**src/rtl/ahb_bus_arbiter_if.sv**
```systemverilog
// Arbitration-side AHB signals shared by the masters' request logic and the bus arbiter.
// The master modport is the requesting side; the slave modport is the arbiter's view.
interface ahb_bus_arbiter_if #(
    parameter int MASTER_NUM = 4
);
    logic [MASTER_NUM-1:0] hbusreq;
    logic [MASTER_NUM-1:0] hlock;
    logic [1:0]            htrans;
    logic [2:0]            hburst;
    logic                  hready;
    logic [MASTER_NUM-1:0] hgrant;
    logic [3:0]            hmaster;
    logic                  hmastlock;

    modport master (
        output hbusreq, hlock, htrans, hburst, hready,
        input  hgrant, hmaster, hmastlock
    );

    modport slave (
        input  hbusreq, hlock, htrans, hburst, hready,
        output hgrant, hmaster, hmastlock
    );
endinterface

```
**src/rtl/ahb_bus_arbiter.sv**
```systemverilog
// Round-robin AHB bus arbiter for up to 16 masters, holding the bus through
// fixed-length bursts and locked sequences; all outputs are registered.
module ahb_bus_arbiter #(
    parameter int MASTER_NUM     = 4,
    parameter int DEFAULT_MASTER = MASTER_NUM - 1
) (
    input  logic             hclk,
    input  logic             hreset,
    ahb_bus_arbiter_if.slave bus
);
    localparam logic [1:0] HTRANS_IDLE   = 2'd0;
    localparam logic [1:0] HTRANS_NONSEQ = 2'd2;
    localparam logic [1:0] HTRANS_SEQ    = 2'd3;
    localparam logic [MASTER_NUM-1:0] GRANT_ONE = {{(MASTER_NUM-1){1'b0}}, 1'b1};
    localparam logic [3:0] DEFAULT_IDX = 4'(DEFAULT_MASTER);

    typedef enum logic [1:0] {
        ST_ARB    = 2'd0,
        ST_BURST  = 2'd1,
        ST_LOCKED = 2'd2
    } state_e;

    state_e                state_q;
    logic [3:0]            cnt_q;
    logic [3:0]            rr_ptr_q;
    logic [3:0]            hmaster_q;
    logic [MASTER_NUM-1:0] hgrant_q;
    logic                  hmastlock_q;

    logic [3:0] owner_idx_s;
    logic [3:0] rr_win_s;
    logic       rr_found_s;
    logic       owner_lock_s;
    logic       win_lock_s;
    logic       arb_s;
    logic       burst_start_s;

    function automatic logic bit_at(input logic [MASTER_NUM-1:0] vec, input logic [3:0] idx);
        logic [MASTER_NUM-1:0] shifted;
        shifted = vec >> idx;
        return shifted[0];
    endfunction

    function automatic logic [3:0] grant_index(input logic [MASTER_NUM-1:0] grant);
        logic [3:0] idx;
        idx = 4'd0;
        for (int i = 0; i < MASTER_NUM; i++) begin
            idx = bit_at(grant, 4'(i)) ? 4'(i) : idx;
        end
        return idx;
    endfunction

    function automatic logic [3:0] rr_cand(input logic [3:0] ptr, input int k);
        return 4'((int'(ptr) + k) % MASTER_NUM);
    endfunction

    // Counter load value is the number of SEQ beats still to come after the NONSEQ.
    function automatic logic [3:0] burst_seq_beats(input logic [2:0] burst);
        case (burst)
            3'd2, 3'd3: return 4'd3;
            3'd4, 3'd5: return 4'd7;
            3'd6, 3'd7: return 4'd15;
            default:    return 4'd0;
        endcase
    endfunction

    // Round-robin winner: scan offsets from the far end so the nearest requester after the pointer wins.
    always_comb begin
        rr_win_s = DEFAULT_IDX;
        for (int k = MASTER_NUM; k >= 1; k--) begin
            rr_win_s = bit_at(bus.hbusreq, rr_cand(rr_ptr_q, k)) ? rr_cand(rr_ptr_q, k) : rr_win_s;
        end
        rr_found_s = |bus.hbusreq;
    end

    // Decide whether this cycle re-arbitrates or opens a fixed-length burst.
    always_comb begin
        owner_idx_s   = grant_index(hgrant_q);
        owner_lock_s  = bit_at(bus.hlock, owner_idx_s);
        win_lock_s    = bit_at(bus.hlock, rr_win_s);
        arb_s         = 1'b0;
        burst_start_s = 1'b0;
        if (bus.hready) begin
            case (state_q)
                ST_ARB: begin
                    if ((bus.htrans == HTRANS_NONSEQ) && (bus.hburst >= 3'd2)) begin
                        burst_start_s = 1'b1;
                    end else begin
                        arb_s = 1'b1;
                    end
                end
                ST_BURST: begin
                    if (((bus.htrans == HTRANS_SEQ) && (cnt_q == 4'd1)) ||
                        (bus.htrans == HTRANS_IDLE) || (bus.htrans == HTRANS_NONSEQ)) begin
                        arb_s = 1'b1;
                    end else begin
                        arb_s = 1'b0;
                    end
                end
                ST_LOCKED: arb_s = ~owner_lock_s;
                default:   arb_s = 1'b1;
            endcase
        end else begin
            arb_s = 1'b0;
        end
    end

    // Grant/ownership FSM; a stalled bus freezes every register.
    always_ff @(posedge hclk or negedge hreset) begin
        if (!hreset) begin
            state_q     <= ST_ARB;
            cnt_q       <= 4'd0;
            rr_ptr_q    <= DEFAULT_IDX;
            hgrant_q    <= GRANT_ONE << DEFAULT_IDX;
            hmaster_q   <= DEFAULT_IDX;
            hmastlock_q <= 1'b0;
        end else if (bus.hready) begin
            hmaster_q   <= owner_idx_s;
            hmastlock_q <= owner_lock_s;
            if (arb_s) begin
                hgrant_q <= GRANT_ONE << rr_win_s;
                if (rr_found_s) begin
                    rr_ptr_q <= rr_win_s;
                end
                state_q <= win_lock_s ? ST_LOCKED : ST_ARB;
                cnt_q   <= 4'd0;
            end else if (burst_start_s) begin
                state_q <= ST_BURST;
                cnt_q   <= burst_seq_beats(bus.hburst);
            end else if ((state_q == ST_BURST) && (bus.htrans == HTRANS_SEQ)) begin
                cnt_q <= cnt_q - 4'd1;
            end
        end
    end

    assign bus.hgrant    = hgrant_q;
    assign bus.hmaster   = hmaster_q;
    assign bus.hmastlock = hmastlock_q;
endmodule

```
**src/flat_wrapper.sv**
```systemverilog
// flat-port wrapper written by rule: the top's interface ports become plain ports
module ahb_bus_arbiter_flat 
#(
    parameter int MASTER_NUM     = 4,
    parameter int DEFAULT_MASTER = MASTER_NUM - 1
)
  (hclk, hreset, bus_hbusreq, bus_hlock, bus_htrans, bus_hburst, bus_hready, bus_hgrant, bus_hmaster, bus_hmastlock);
  ahb_bus_arbiter_if #(.MASTER_NUM(MASTER_NUM)) bus_i ();
  input  logic hclk;
  input  logic hreset;
  input wire logic [$bits(bus_i.hbusreq)-1:0] bus_hbusreq;
  input wire logic [$bits(bus_i.hlock)-1:0] bus_hlock;
  input wire logic [$bits(bus_i.htrans)-1:0] bus_htrans;
  input wire logic [$bits(bus_i.hburst)-1:0] bus_hburst;
  input wire logic [$bits(bus_i.hready)-1:0] bus_hready;
  output wire logic [$bits(bus_i.hgrant)-1:0] bus_hgrant;
  output wire logic [$bits(bus_i.hmaster)-1:0] bus_hmaster;
  output wire logic [$bits(bus_i.hmastlock)-1:0] bus_hmastlock;
  assign bus_i.hbusreq = bus_hbusreq;
  assign bus_i.hlock = bus_hlock;
  assign bus_i.htrans = bus_htrans;
  assign bus_i.hburst = bus_hburst;
  assign bus_i.hready = bus_hready;
  assign bus_hgrant = bus_i.hgrant;
  assign bus_hmaster = bus_i.hmaster;
  assign bus_hmastlock = bus_i.hmastlock;
  ahb_bus_arbiter #(.MASTER_NUM(MASTER_NUM), .DEFAULT_MASTER(DEFAULT_MASTER)) u_core (.hclk(hclk), .hreset(hreset), .bus(bus_i));
endmodule
```
**config.mk**
```make
export PLATFORM = sky130hd
export DESIGN_NAME = ahb_bus_arbiter_flat
export DESIGN_NICKNAME = d
export VERILOG_FILES = /design/src/rtl/ahb_bus_arbiter_if.sv /design/src/rtl/ahb_bus_arbiter.sv /design/src/flat_wrapper.sv
export SDC_FILE = /design/constraint.sdc
export NUM_CORES = 1
export LEC_CHECK = 0
export ABC_AREA = 1
export CAP_MARGIN = 5
export CORE_MARGIN = 8
export CORE_UTILIZATION = 45
export CTS_CLUSTER_DIAMETER = 30
export CTS_CLUSTER_SIZE = 12
export DETAILED_ROUTE_END_ITERATION = 7
export PLACE_DENSITY = 0.8
export SLEW_MARGIN = 20
export SYNTH_ARGS = -nofsm -noshare
export SYNTH_HDL_FRONTEND = slang
export SYNTH_SLANG_ARGS = --single-unit
export TNS_END_PERCENT = 10
```
**constraint.sdc**
```tcl
create_clock -name hclk -period 1.79 [get_ports hclk]
set_input_delay 0.4475 -clock hclk [delete_from_list [all_inputs] [get_ports hclk]]
set_output_delay 0.4475 -clock hclk [all_outputs]
set_load 0.01 [all_outputs]
```
### Word-level counts from Yosys, hierarchy flattened

Cells that the tools add are included.

* add/sub/neg operators: 5
* order comparisons: 1
* equal/unequal tests: 11
* shift-type cells: 7
* mux-type cells: 21
* bitwise gates (word level): 5
* reductions and logical operators: 21

Operators with widths (count)
* 2-to-1 mux 4 bit: 9
* >> shifter 4 x 4 -> 1 bit: 6
* OR reduction 2 bit: 7
* equality test 3 bit (second input constant): 4
* case mux 4 bit (3 select lines): 1
* 2-to-1 mux 1 bit: 7
* equality test 2 bit (second input constant): 3
* equality test 3 x 2 -> 1 bit (second input constant): 2
* 2-to-1 mux 2 bit: 3
* AND reduction 2 bit: 3
* adder 2 x 1 -> 2 bit (second input constant): 2
* adder 2 bit (second input constant): 2
* AND 1 bit (first input constant): 4
* equality test 4 x 1 -> 1 bit (second input constant): 1
* zero test 2 bit: 2
* OR reduction 4 bit: 1
* left shift 1 x 4 -> 4 bit (first input constant): 1
* subtractor 4 x 1 -> 4 bit (second input constant): 1
* >= comparator 3 x 2 -> 1 bit (second input constant): 1
* logical AND 1 bit: 3
* case mux 1 bit (3 select lines): 1
* AND reduction 3 bit: 1
* nonzero test 3 bit: 1
* equality test 2 x 1 -> 1 bit (second input constant): 1
* 3 further kinds: 4

* register bits: 17
* output and inout port bits: 9

### Logic depth before layout (Yosys ltp)

* word-level depth: 11
* mapped depth: 15
* depth with buffers taken out: 15

### Worst setup path before layout

No wires, ideal clock.

* path type: register -> register
* from: register u_core.rr_ptr_q[0]
* to: register u_core.state_q[1]
* setup time: 0.117 ns
* arrival time: 1.403 ns
* slack: 0.270 ns
* stages on the path, launching flop included: 15
* path buffers: 1
* clock period less this slack: 1.520 ns
* path through: dfstp_2 > buf_6 > nand2_1 > nand3_1 > nand2_1 > inv_1 > nand2_1 > nand3_1 > nand2_2 > nand2_1 > nand2_1 > nand2_1 > nand2_1 > nand2_1 > nand2_1

* cells in the longest elaborated chain, start to end: 11
* elaborated cells on any way between the ends: 23

RTL lines
* start, declared: line ahb_bus_arbiter.sv:25 `logic [3:0] rr_ptr_q;`
* start signal, assigned: line ahb_bus_arbiter.sv:123 `rr_ptr_q <= rr_win_s;`
* adder 2 x 1 -> 2 bit: line ahb_bus_arbiter.sv:54 `return 4'((int'(ptr) + k) % MASTER_NUM);`
* OR reduction 2 bit (no line)
* AND 1 bit (no line)
* >> shifter 4 x 4 -> 1 bit: line ahb_bus_arbiter.sv:40 `shifted = vec >> idx;`
* 2-to-1 mux 4 bit (3 in a row): line ahb_bus_arbiter.sv:71 `rr_win_s = bit_at(bus.hbusreq, rr_cand(rr_ptr_q, k)) ? rr_cand(rr_ptr_q, k) : rr_win_s;`
* 2-to-1 mux 4 bit (*): line ahb_bus_arbiter.sv:71
* >> shifter 4 x 4 -> 1 bit (*): line ahb_bus_arbiter.sv:40
* 2-to-1 mux 2 bit (*): line ahb_bus_arbiter.sv:125 `state_q <= win_lock_s ? ST_LOCKED : ST_ARB;`
* 2-to-1 mux 2 bit (*): line ahb_bus_arbiter.sv:120 `if (arb_s) begin`
* end signal, assigned: line ahb_bus_arbiter.sv:125
* end, declared: line ahb_bus_arbiter.sv:23 `state_e state_q;`

Mark *: on every way between the ends. The rest lies on a longest branch, timed or not.
A chain may end at the register's enable or synchronous reset.

### Worst setup path after layout

* from: register u_core.hgrant_q[1], in the netlist u_core.bus.hgrant[1]
* to: output bus_hgrant[1]

RTL lines
* start, declared: line ahb_bus_arbiter.sv:27 `logic [MASTER_NUM-1:0] hgrant_q;`
* start signal, assigned: line ahb_bus_arbiter.sv:114 `hgrant_q <= GRANT_ONE << DEFAULT_IDX;`
* start signal, assigned: line ahb_bus_arbiter.sv:121 `hgrant_q <= GRANT_ONE << rr_win_s;`
* end, declared: line flat_wrapper.sv:16 `output wire logic [$bits(bus_i.hgrant)-1:0] bus_hgrant;`

No word-level cell between the ends.

==> results.ini <==
[logic_synthesis]
synth-seq-area-share = 0.348
synth_edf_count = 0
ys_types = 25
ys_warn_count = 0
async_reset_ff_frac = 1.00
ys_top_cells_by_count = nand2_1, inv_1, nand3_1
netlist_instances = 166
yosysTopAreaCell = nand2_1
synth_top_area_share = 0.229
synth_seq_cells = 15
synth.most_common_cell = nand2_1
syn_area_per_cell_um2 = 6.60
synth_area_um2 = 1100
ys_top_cells_by_area = nand2_1, dfrtp_1, dfstp_2
synthFlopType = dfrtp_1

[global_route]
grt_max_degree = 16
grtUsageTotal = 0.133
grt_pass1_vias = 1119
overflow = 0
grt_pass1_wl_mm = 4.61
antenna_found_initial = 0

[power_and_ir_drop]
total_power_mw = 2.51
power_frac_seq = 0.255
clockPowerShare = 0.077
leakage_nw = 0.846
p_int_mw = 1.33
switching_share = 0.470
ir_worst_vdd_mv = 0.937
power.density_nw_per_um2 = 1570
netSwitchingPower_mw = 1.18
power_frac_comb = 0.668

[sta]
fmax_mhz = 578
setup_viol = 0
fin_skew_ps = 5.53
rsz0062_at_grt = true
layout_setup_ws_ps = 59.2
hold_slack_ps = 466
hold_violations = 0
fin_crit_sh = 0.967
fin_crit_ps = 1730
slew_viol_final = 0

[worst_setup_path]
cp_top_family = buffers and inverters
rr_endpoint = u_core.state_q[1]$_DFFE_PN0P_
slowest_delay_ps = 570
crit_slowest_cell = clkdlybuf4s50_1
worstPathArrival_ps = 1280
critPathRequiredTime_ps = 1340
cp_max_fo = 4
rr_worst_depth = 15
crit_path_start_kind = register
reg2reg_setup_slack_ps = 70
path_class = register to primary output
rr_startpoint = u_core.rr_ptr_q[0]$_DFFE_PN1P_
setup.worst_path.end_class = primary output
path_cells = clkdlybuf4s50_1
crit_buf_inv = 1

[clock_tree]
cts_tree = built
numCtsBuffers = 3
cts.sinks = 15
cts_hold_buf = 0
insertion_delay_ps = 290
clk_path_buf_depth = 2
h-tree-depth = 1
clkSlewWorstSetupHoldPaths_ps = 90
clock_tree.root_cell = clkbuf_4

[drt]
route.vias.total = 1194
routed_via_density = 4.87
first_iter_violations = 47
drc_errors = 0
first_pass_iters = 4
wire_per_inst_um = 11.5
finalWirelength_mm = 2.82
ant_nets = 0

[placement]
place_congestion = 0.824
port_buffers = 21
place_ws_ps = -264
dpl.hpwl_mm = 2.25

[final_layout]
multi_input_area_um2 = 638
fillCellCount = 208
layout-drive-gt1-share = 0.279
insertedDiodeCount = 0
nets = 234
regArea_um2 = 382
area_growth_syn_to_layout_pct = 45.8

[status]
status = completed

[floorplan]
die_w_um = 65.4
dieArea_um2 = 4270
start_util = 0.459
fp.dieH_um = 65.4
row_count = 18
io_pins = 25
core_area_um2 = 2390

[job]
maxCapViolCount = 0

[hold_path]
hold_path_class = input pin to async pin

## layout make-up
cell class                      count  share of cell area
Multi-Input combinational cell    125               0.399
Timing Repair Buffer               48               0.265
Sequential cell                    15               0.239
Inverter                           23              0.0556
Tap cell                           30              0.0235
Clock buffer                        3              0.0141
Clock inverter                      1             0.00313
## cells in the final DEF (no fill, tap or decap), types with 5 or more instances in the layout
cell             synthesis  layout
nand2_2                  6      11
dfstp_2                  5       5
o21ai_0                  6       5
nand3_1                 11       9
nand2_1                 67      60
nor2_1                   5       5
dfrtp_1                 10      10
clkdlybuf4s50_1          0      17
buf_4                    2      26
inv_1                   21      19
nand4_1                  8       8
o21ai_1                  4       5
## per-layer routing
metal  global-route usage  wire length (µm)
met1                0.145              1150
met5                    0                 0
met4               0.0572                57
met3               0.0408               159
met2                0.231              1460
## cells by family after synthesis
group                    Yosys count  synth area share
adder cells (fa/ha/maj)            2            0.0228
other                              1           0.00342
XOR/XNOR                           2            0.0160
AO/OA/AOI/OAI                     19             0.102
AND/OR/NAND/NOR                  100             0.401
buffers and inverters             27             0.107
flip-flops                        15             0.348
## state kept, by name, indices dropped and copies added, names as in the netlist
| register | cells |
|---|---|
| u_core.cnt_q | 4 |
| u_core.rr_ptr_q | 2 |
| u_core.state_q | 2 |
| u_core.bus.hmaster | 2 |
| u_core.bus.hmastlock | 1 |
| u_core.bus.hgrant | 4 |
## metrics by stage
stage,instance area [µm²],setup TNS [ps],cells,util
6_report,1600,0,245,0.669
5_1_grt,1600,-63.5,245,0.669
4_1_cts,1530,0,242,0.642
3_5_place_dp,1510,-1950,238,0.632
3_3_place_gp,1510,-1240,238,0.632
2_1_floorplan,1100,0,167,-
## timing repair
action,CTS,global route
pin swaps,0,7
setup endpoints to repair,3,8
buffers inserted,0,3
gates resized for setup,3,16
## how the worst max path moves through the flow
| stage | from | to | slack [ps] | cells past startpoint |
|---|---|---|---|---|
| finish | u_core.bus.hgrant[1]$_DFFE_PN0P_ | bus_hgrant[1] | 60 | 1 |
| global route | u_core.rr_ptr_q[0]$_DFFE_PN1P_ | u_core.state_q[1]$_DFFE_PN0P_ | -40 | 14 |
| CTS | u_core.rr_ptr_q[0]$_DFFE_PN1P_ | u_core.state_q[1]$_DFFE_PN0P_ | 6 | 14 |
| detailed placement | bus_hbusreq[1] | u_core.state_q[1]$_DFFE_PN0P_ | -260 | 16 |
| floorplan | u_core.rr_ptr_q[0]$_DFFE_PN1P_ | u_core.state_q[1]$_DFFE_PN0P_ | 270 | 14 |
| global placement | bus_hbusreq[1] | u_core.state_q[1]$_DFFE_PN0P_ | -180 | 16 |
## power groups by stage
stage | Clock (mW) | Sequential [mW] | Combinational (mW)
2_1_floorplan | 0 | 0.635 | 0.953
3_3_place_gp | 0 | 0.629 | 1.43
3_5_place_dp | 0 | 0.639 | 1.50
4_1_cts | 0.201 | 0.632 | 1.48
5_1_grt | 0.216 | 0.657 | 1.89
6_report | 0.193 | 0.639 | 1.68
No activity file was read; power rests on OpenSTA's default activity.
